## config.mk

```make
export PLATFORM = sky130hd
export DESIGN_NAME = uart_tx_arbiter_flat
export DESIGN_NICKNAME = d
export VERILOG_FILES = /design/src/rtl/uart_arb_pkg.sv /design/src/rtl/uart_tx_arbiter_if.sv /design/src/rtl/uart_tx_arbiter_rr_arbiter.sv /design/src/rtl/uart_tx_arbiter.sv /design/src/flat_wrapper.sv
export SDC_FILE = /design/constraint.sdc
export NUM_CORES = 1
export LEC_CHECK = 0
export BUFFER_PORTS_ARGS = -buffer_cell sky130_fd_sc_hd__buf_2
export CAP_MARGIN = 40
export CORE_MARGIN = 2
export CORE_UTILIZATION = 50
export CTS_CLUSTER_DIAMETER = 150
export DETAILED_ROUTE_END_ITERATION = 6
export HOLD_SLACK_MARGIN = 0.12
export PLACE_DENSITY = 0.81
export RECOVER_POWER = 100
export SLEW_MARGIN = 20
export SYNTH_ARGS = -nofsm -noshare
export SYNTH_HDL_FRONTEND = slang
export SYNTH_SLANG_ARGS = --single-unit
```

## constraint.sdc

```tcl
create_clock -name clk -period 9.1 [get_ports clk]
set_clock_uncertainty 0.2 [all_clocks]
set_input_delay 1.82 -clock clk [delete_from_list [all_inputs] [get_ports clk]]
set_output_delay 1.82 -clock clk [all_outputs]
set_load 0.03 [all_outputs]
```

## src/rtl/uart_arb_pkg.sv

```systemverilog
// uart_arb_pkg: shared FSM state encoding and round-robin pick helper for uart_tx_arbiter.
//   state_t  : S_IDLE=00, S_START=01, S_SEND=10, S_GAP=11
//   rr_pick  : first set bit of req searching from ptr+1 (mod n); returns {found, idx}
package uart_arb_pkg;
  typedef enum logic [1:0] {S_IDLE = 2'b00, S_START = 2'b01, S_SEND = 2'b10, S_GAP = 2'b11} state_t;
  localparam int MAX_REQ = 32;
  typedef struct packed {
    logic        found;
    logic [31:0] idx;
  } pick_t;
  // Walks from the farthest candidate to the nearest so the nearest set bit is assigned last.
  function automatic pick_t rr_pick(input logic [MAX_REQ-1:0] req, input int ptr, input int n);
    pick_t p;
    int j;
    p = '0;
    for (int i = n; i >= 1; i--) begin
      j = ptr + i;
      if (j >= n) j -= n;
      if (req[j]) begin
        p.found = 1'b1;
        p.idx = 32'(j);
      end
    end
    return p;
  endfunction
endpackage

```

## src/rtl/uart_tx_arbiter_if.sv

```systemverilog
// uart_tx_arbiter_if: requester-side bus of the UART TX arbiter.
//   req_valid  requester i has a byte pending
//   req_data   byte i at [i*DATA_WIDTH +: DATA_WIDTH]
//   req_ready  1-cycle pulse: byte i accepted
//   req_done   1-cycle pulse: byte i fully transmitted
//   master = requester side, slave = arbiter side
interface uart_tx_arbiter_if #(parameter int NUM_REQ = 3, parameter int DATA_WIDTH = 8);
  logic [NUM_REQ-1:0]            req_valid;
  logic [NUM_REQ*DATA_WIDTH-1:0] req_data;
  logic [NUM_REQ-1:0]            req_ready;
  logic [NUM_REQ-1:0]            req_done;
  modport master (output req_valid, req_data, input req_ready, req_done);
  modport slave (input req_valid, req_data, output req_ready, req_done);
endinterface

```

## src/rtl/uart_tx_arbiter_rr_arbiter.sv

```systemverilog
// rr_arbiter: combinational round-robin pick.
//   req_valid  pending requests
//   ptr        last granted index (search starts at ptr+1)
//   win        winning index, valid when found
//   found      at least one request pending
module rr_arbiter
  import uart_arb_pkg::*;
#(
  parameter int NUM_REQ = 3
) (
  input  logic [NUM_REQ-1:0]         req_valid,
  input  logic [$clog2(NUM_REQ)-1:0] ptr,
  output logic [$clog2(NUM_REQ)-1:0] win,
  output logic                       found
);
  localparam int IW = $clog2(NUM_REQ);
  pick_t p;
  assign p = rr_pick(MAX_REQ'(req_valid), int'(ptr), NUM_REQ);
  assign win = IW'(p.idx);
  assign found = p.found;
endmodule

```

## src/rtl/uart_tx_arbiter.sv

```systemverilog
// uart_tx_arbiter: round-robin sharing of one UART TX between NUM_REQ byte requesters.
//   clk, rstn    clock, asynchronous active-low reset
//   req          requester bus (slave modport): valid/data in, ready/done pulses out
//   uart_start   start request to the UART TX, held until uart_busy is seen
//   uart_data    byte to the UART TX, held for the whole frame
//   uart_busy    UART TX busy
//   arb_err      1-cycle pulse on watchdog abort
//   grant_id     current or last granted requester
// Optional watchdog built when UART_ARB_TIMEOUT_EN is defined (TIMEOUT_CYC cycles per phase).
module uart_tx_arbiter
  import uart_arb_pkg::*;
#(
  parameter int NUM_REQ = 3,
  parameter int DATA_WIDTH = 8,
  parameter int GAP_CYCLES = 0
`ifdef UART_ARB_TIMEOUT_EN
  , parameter int TIMEOUT_CYC = 2**20
`endif
) (
  input  logic                       clk,
  input  logic                       rstn,
  uart_tx_arbiter_if.slave           req,
  output logic                       uart_start,
  output logic [DATA_WIDTH-1:0]      uart_data,
  input  logic                       uart_busy,
  output logic                       arb_err,
  output logic [$clog2(NUM_REQ)-1:0] grant_id
);
  localparam int IW = $clog2(NUM_REQ);
  localparam int GW = GAP_CYCLES > 1 ? $clog2(GAP_CYCLES) : 1;
  state_t state;
  logic [IW-1:0] ptr, win;
  logic found, wd_hit;
  logic [GW-1:0] gap_cnt;
  rr_arbiter #(.NUM_REQ(NUM_REQ)) u_rr (
    .req_valid(req.req_valid),
    .ptr      (ptr),
    .win      (win),
    .found    (found)
  );
`ifdef UART_ARB_TIMEOUT_EN
  localparam int TW = $clog2(TIMEOUT_CYC);
  logic [TW-1:0] wd_cnt;
  assign wd_hit = wd_cnt == TW'(TIMEOUT_CYC - 1);
  // Counts only while a phase keeps waiting, so any state change restarts it from zero.
  always_ff @(posedge clk or negedge rstn) begin
    if (!rstn) wd_cnt <= '0;
    else wd_cnt <= ((state == S_START && !uart_busy) || (state == S_SEND && uart_busy)) && !wd_hit ? wd_cnt + TW'(1) : '0;
  end
`else
  assign wd_hit = 1'b0;
`endif
  always_ff @(posedge clk or negedge rstn) begin
    if (!rstn) begin
      state <= S_IDLE;
      ptr <= IW'(NUM_REQ - 1);
      gap_cnt <= '0;
      uart_start <= 1'b0;
      uart_data <= '0;
      grant_id <= '0;
      arb_err <= 1'b0;
      req.req_ready <= '0;
      req.req_done <= '0;
    end else begin
      req.req_ready <= '0;
      req.req_done <= '0;
      arb_err <= 1'b0;
      case (state)
        // A foreign frame in flight (busy in IDLE) blocks new grants.
        S_IDLE: if (found && !uart_busy) begin
          uart_data <= req.req_data[win*DATA_WIDTH +: DATA_WIDTH];
          grant_id <= win;
          ptr <= win;
          req.req_ready <= NUM_REQ'(1) << win;
          uart_start <= 1'b1;
          state <= S_START;
        end
        S_START: if (wd_hit) begin
          uart_start <= 1'b0;
          arb_err <= 1'b1;
          state <= S_IDLE;
        end else if (uart_busy) begin
          uart_start <= 1'b0;
          state <= S_SEND;
        end
        S_SEND: if (wd_hit) begin
          arb_err <= 1'b1;
          state <= S_IDLE;
        end else if (!uart_busy) begin
          req.req_done <= NUM_REQ'(1) << grant_id;
          gap_cnt <= '0;
          state <= GAP_CYCLES > 0 ? S_GAP : S_IDLE;
        end
        S_GAP: if (gap_cnt == GW'(GAP_CYCLES - 1)) state <= S_IDLE;
               else gap_cnt <= gap_cnt + GW'(1);
      endcase
    end
  end
endmodule

```

## src/flat_wrapper.sv

```systemverilog
// flat-port wrapper written by rule: the top's interface ports become plain ports
module uart_tx_arbiter_flat import uart_arb_pkg::*;
#(
  parameter int NUM_REQ = 3,
  parameter int DATA_WIDTH = 8,
  parameter int GAP_CYCLES = 0

)
  (clk, rstn, uart_start, uart_data, uart_busy, arb_err, grant_id, req_req_valid, req_req_data, req_req_ready, req_req_done);
  uart_tx_arbiter_if #(.NUM_REQ(NUM_REQ), .DATA_WIDTH(DATA_WIDTH)) req_i ();
  input  logic clk;
  input  logic rstn;
  output logic uart_start;
  output logic [DATA_WIDTH-1:0] uart_data;
  input  logic uart_busy;
  output logic arb_err;
  output logic [$clog2(NUM_REQ)-1:0] grant_id;
  input wire logic [$bits(req_i.req_valid)-1:0] req_req_valid;
  input wire logic [$bits(req_i.req_data)-1:0] req_req_data;
  output wire logic [$bits(req_i.req_ready)-1:0] req_req_ready;
  output wire logic [$bits(req_i.req_done)-1:0] req_req_done;
  assign req_i.req_valid = req_req_valid;
  assign req_i.req_data = req_req_data;
  assign req_req_ready = req_i.req_ready;
  assign req_req_done = req_i.req_done;
  uart_tx_arbiter #(.NUM_REQ(NUM_REQ), .DATA_WIDTH(DATA_WIDTH), .GAP_CYCLES(GAP_CYCLES)) u_core (.clk(clk), .rstn(rstn), .req(req_i), .uart_start(uart_start), .uart_data(uart_data), .uart_busy(uart_busy), .arb_err(arb_err), .grant_id(grant_id));
endmodule
```

==> metrics.md <==
| Metric | Value |
|---|---|
| Status | complete, but fails checks |
| Failing checks | design-rule violations |
| Min Tclk post-route | 4.659 ns |
| CTS resizes | 0 |
| Die width | 58.75 um |
| PortBufs | between 40 and 50 |
| Number of synthesized flops with an enable pin | 0 |
| I/O Pins | 48 |
| Asr flop ratio synth | 100.0% |
| Post-CTS setup repair buffer count | 0 |
| CTS Sinks | 21 |
| PD cells | 364.7 nW/um^2 |
| FF/Latch Area | 526.8 um^2 |
| Filler cell count in the final layout | 267 |
| Pin count of the biggest net entering global routing | 31 |
| Via count | 1370 |
| Syn_area_per_cell | 9.196 um^2 |
| Switch Pwr | about 0.32 mW |
| Setup TNS | 0 ns |
| Synth Net Count | ~200 |
| First-pass GRT wire length | 6.189 mm |
| P_int | 0.2846 mW |
| Post-synth top area cell | dfrtp_1 |
| Non-Filler Instances | 233 |
| Number of global-route vias before repair | 1369 |
| Pre-antenna DRT Iters | 6 |
| Final Hold Viols | 0 |
| # rows | 19 |
| Die area | ~3500 um^2 |
| Worst EP arrival | roughly 4.7 ns |
| Req. time, crit path | 9.12 ns |
| Ys Warns | 0 |
| Max Transition Viols Final | 0 |
| Fin crit share | about half |
| Switch share | 53.01% |
| Cells after DPL | 229 |
| Starting DRT DRC Count | 78 |
| Hold Crit Class | reg -> reg |
| Max-Cap Viols | 0 |
| Final setup viols | 0 |
| Seq pwr share | 27.2% |
| Worst setup EP type | register |
| Final GP Congestion | 0.8826 |
| Die height | about 59 um |
| Worst-path clk slew | 0.12 ns |
| Via density | between 5 and 6 |
| Setup CP Type | reg -> reg |
| Core footprint | 2805 um^2 |
| RSZ-0062 raised after global routing | false |
| Overall power | 0.6056 mW |
| Root Buffer | clkbuf_4 |
| Cts hold-fix bufs | 0 |
| Max-slew headroom | 16.00% |
| Seq/Total Area, Yosys | 35.14% |
| # nets final | between 200 and 250 |
| Top-area cell type share of the netlist area | between 30% and 40% |
| Total gr overflow | 0 |
| #FFs+latches synth | 21 |
| ANT nets after route | 0 |
| Worst vdd rail ir drop | 0.0001988 V |
| TritonCTS clock tree | yes |
| Cell area after synthesis | around 1500 um^2 |
| Post-DP HPWL | 2.697 mm |
| Place WS | 5.007 ns |
| Diodes inserted | 0 |
| Clk Latency, worst-skew pair | 0.30 ns |
| Multi-input gate area | about 790 um^2 |
| Routed wire length per instance | 15.60 um |
| Starting density of the core | 53.43% |
| Initial antenna violation count | 0 |
| Worst-Margin Slew | 1.260 ns |
| DRC violations left | 3 |
| Final WS setup | approximately 4.4 ns |
| Distinct cell type count after synthesis | 39 |
| Share of layout cells above drive strength 1 | between 20% and 30% |
| Clk network pwr share | 7.4% |
| Combinational group share of total power | 65.4% |
| Area growth syn-to-layout | 10.77% |
| Gr usage total | 23.10% |
| Largest fanout on the critical path | 30 |
| Leak | around 0.74 nW |
| Mapped Cells | about 160 |
| WL final | 3.634 mm |
| Main synth FF type | dfrtp_1 |
| CTS max path bufs | 2 |
| H-tree depth | 1 |
| Fmax | 0.2146 GHz |
| Synth area leaders | dfrtp_1 33%, mux2_2 6.8%, o211ai_2 6.7% |
| Startpoint Class | register |
| CTS buffer count | 3 |
## metal layers
layer | vias to the layer above | GRT usage (%) | share of wire, %
met1 | 651 | 30.15 | 43
met3 | 4 | 2.637 | 4.9
met5 | - | 0 | 0
met2 | 38 | 40.95 | 51
li1 | 677 | - | -
met4 | 0 | 5.195 | 0.94
## sequential cells by signal (all words and copies together) (netlist names)
signal,flops
u_core.gap_cnt,1
u_core.ptr,2
u_core.req.req_done,3
u_core.req.req_ready,3
u_core.grant_id,1
u_core.state,2
u_core.uart_start,1
u_core.uart_data,8
## logic make-up (layout without fill, tap and decap cells)
group / count (synthesis) / in the layout / synth area share, %
other: 1 / 1 / 0.2502
xor gates and xnor gates: 1 / 1 / 0.5844
and+or+nand+nor: 36 / 36 / 11.19
muxes: 11 / 11 / 8.097
AOI/OAI and AO/OA: 59 / 59 / 31.97
DFF: 21 / 21 / 35.14
adders and majority gates: 5 / 5 / 4.174
buffers and inverters: 29 / 68 / 8.598
## power by group through the flow
stage / sequential, mW / clock (mW) / combinational, mW
5_1_grt: 0.171 / 0.0484 / 0.440
3_3_place_gp: 0.163 / 0 / 0.409
6_report: 0.165 / 0.0448 / 0.396
2_1_floorplan: 0.208 / 0 / 0.299
3_5_place_dp: 0.164 / 0 / 0.432
4_1_cts: 0.164 / 0.0452 / 0.433
## metrics by stage
stage	hold WS, ns	area [um^2]	util, %
global route	0.3481	1660	59.19
floorplan	0.2372	1499	-
global placement	0.2471	1714	61.11
CTS	0.2960	1747	62.27
finish	0.3002	1660	59.19
detailed placement	0.2657	1719	61.28
## cells in the final DEF (no fill, tap or decap), types with 2 or more instances in the layout
cell / n
a211oi_1: 2
a21oi_1: 2
and3_1: 2
buf_2: 27
clkbuf_1: 22
clkbuf_4: 3
dfrtp_1: 20
ha_1: 5
inv_1: 14
mux2_2: 9
mux2i_1: 2
nand2_1: 14
nor2_1: 7
nor3_1: 5
o211ai_1: 16
o21a_1: 8
o21ai_0: 6
o22ai_1: 8
o31ai_1: 8
or3_1: 2
## worst paths after layout
path	startpoint	cells past startpoint	endpoint	slack [ns]
worst min register to register	u_core.gap_cnt$_DFFE_PN0P_	1	u_core.state[0]$_DFFE_PN0P_	0.30
worst min-delay path	u_core.gap_cnt$_DFFE_PN0P_	1	u_core.state[0]$_DFFE_PN0P_	0.30
min in group asynchronous	rstn	1	u_core.req.req_ready[2]$_DFF_PN0_	1.48
worst max register to register	u_core.ptr[0]$_DFFE_PN0P_	9	u_core.uart_data[3]$_DFFE_PN0P_	4.44
worst max-delay path	u_core.ptr[0]$_DFFE_PN0P_	9	u_core.uart_data[3]$_DFFE_PN0P_	4.44
max in group asynchronous	rstn	1	u_core.uart_data[1]$_DFFE_PN0P_	6.57
## worst max-delay path, stage by stage (launching register included)
cell and delay (ns):
dfrtp_1 0.58, inv_1 0.16, ha_1 0.81, mux2i_1 0.16, a221oi_1 0.30, clkbuf_1 0.96
o41ai_1 0.22, clkbuf_1 0.34, or3_1 0.59, o211ai_1 0.25
## synthesized netlist by cell type, drive strengths merged, types with 2 or more instances
cell and instances:
dfrtp 20, o211ai 16, inv 14, nand2 14, mux2 9, buf 8, o21a 8, o22ai 8
o31ai 8, clkbuf 7, nor2 7, o21ai 6, ha 5, nor3 5, a211oi 2, a21oi 2
and2 2, and3 2, mux2i 2, or3 2
## final cells by class
cell class | instances | share of cell area (%)
clock buffer | 3 | 1.356
tap | 31 | 2.336
timing repair buffer | 50 | 13.56
multi-input combinational | 113 | 47.55
inverter | 14 | 3.165
sequential | 21 | 31.73
clock inverter | 1 | 0.3014
Note: power is estimated with default switching activity, not from simulation.
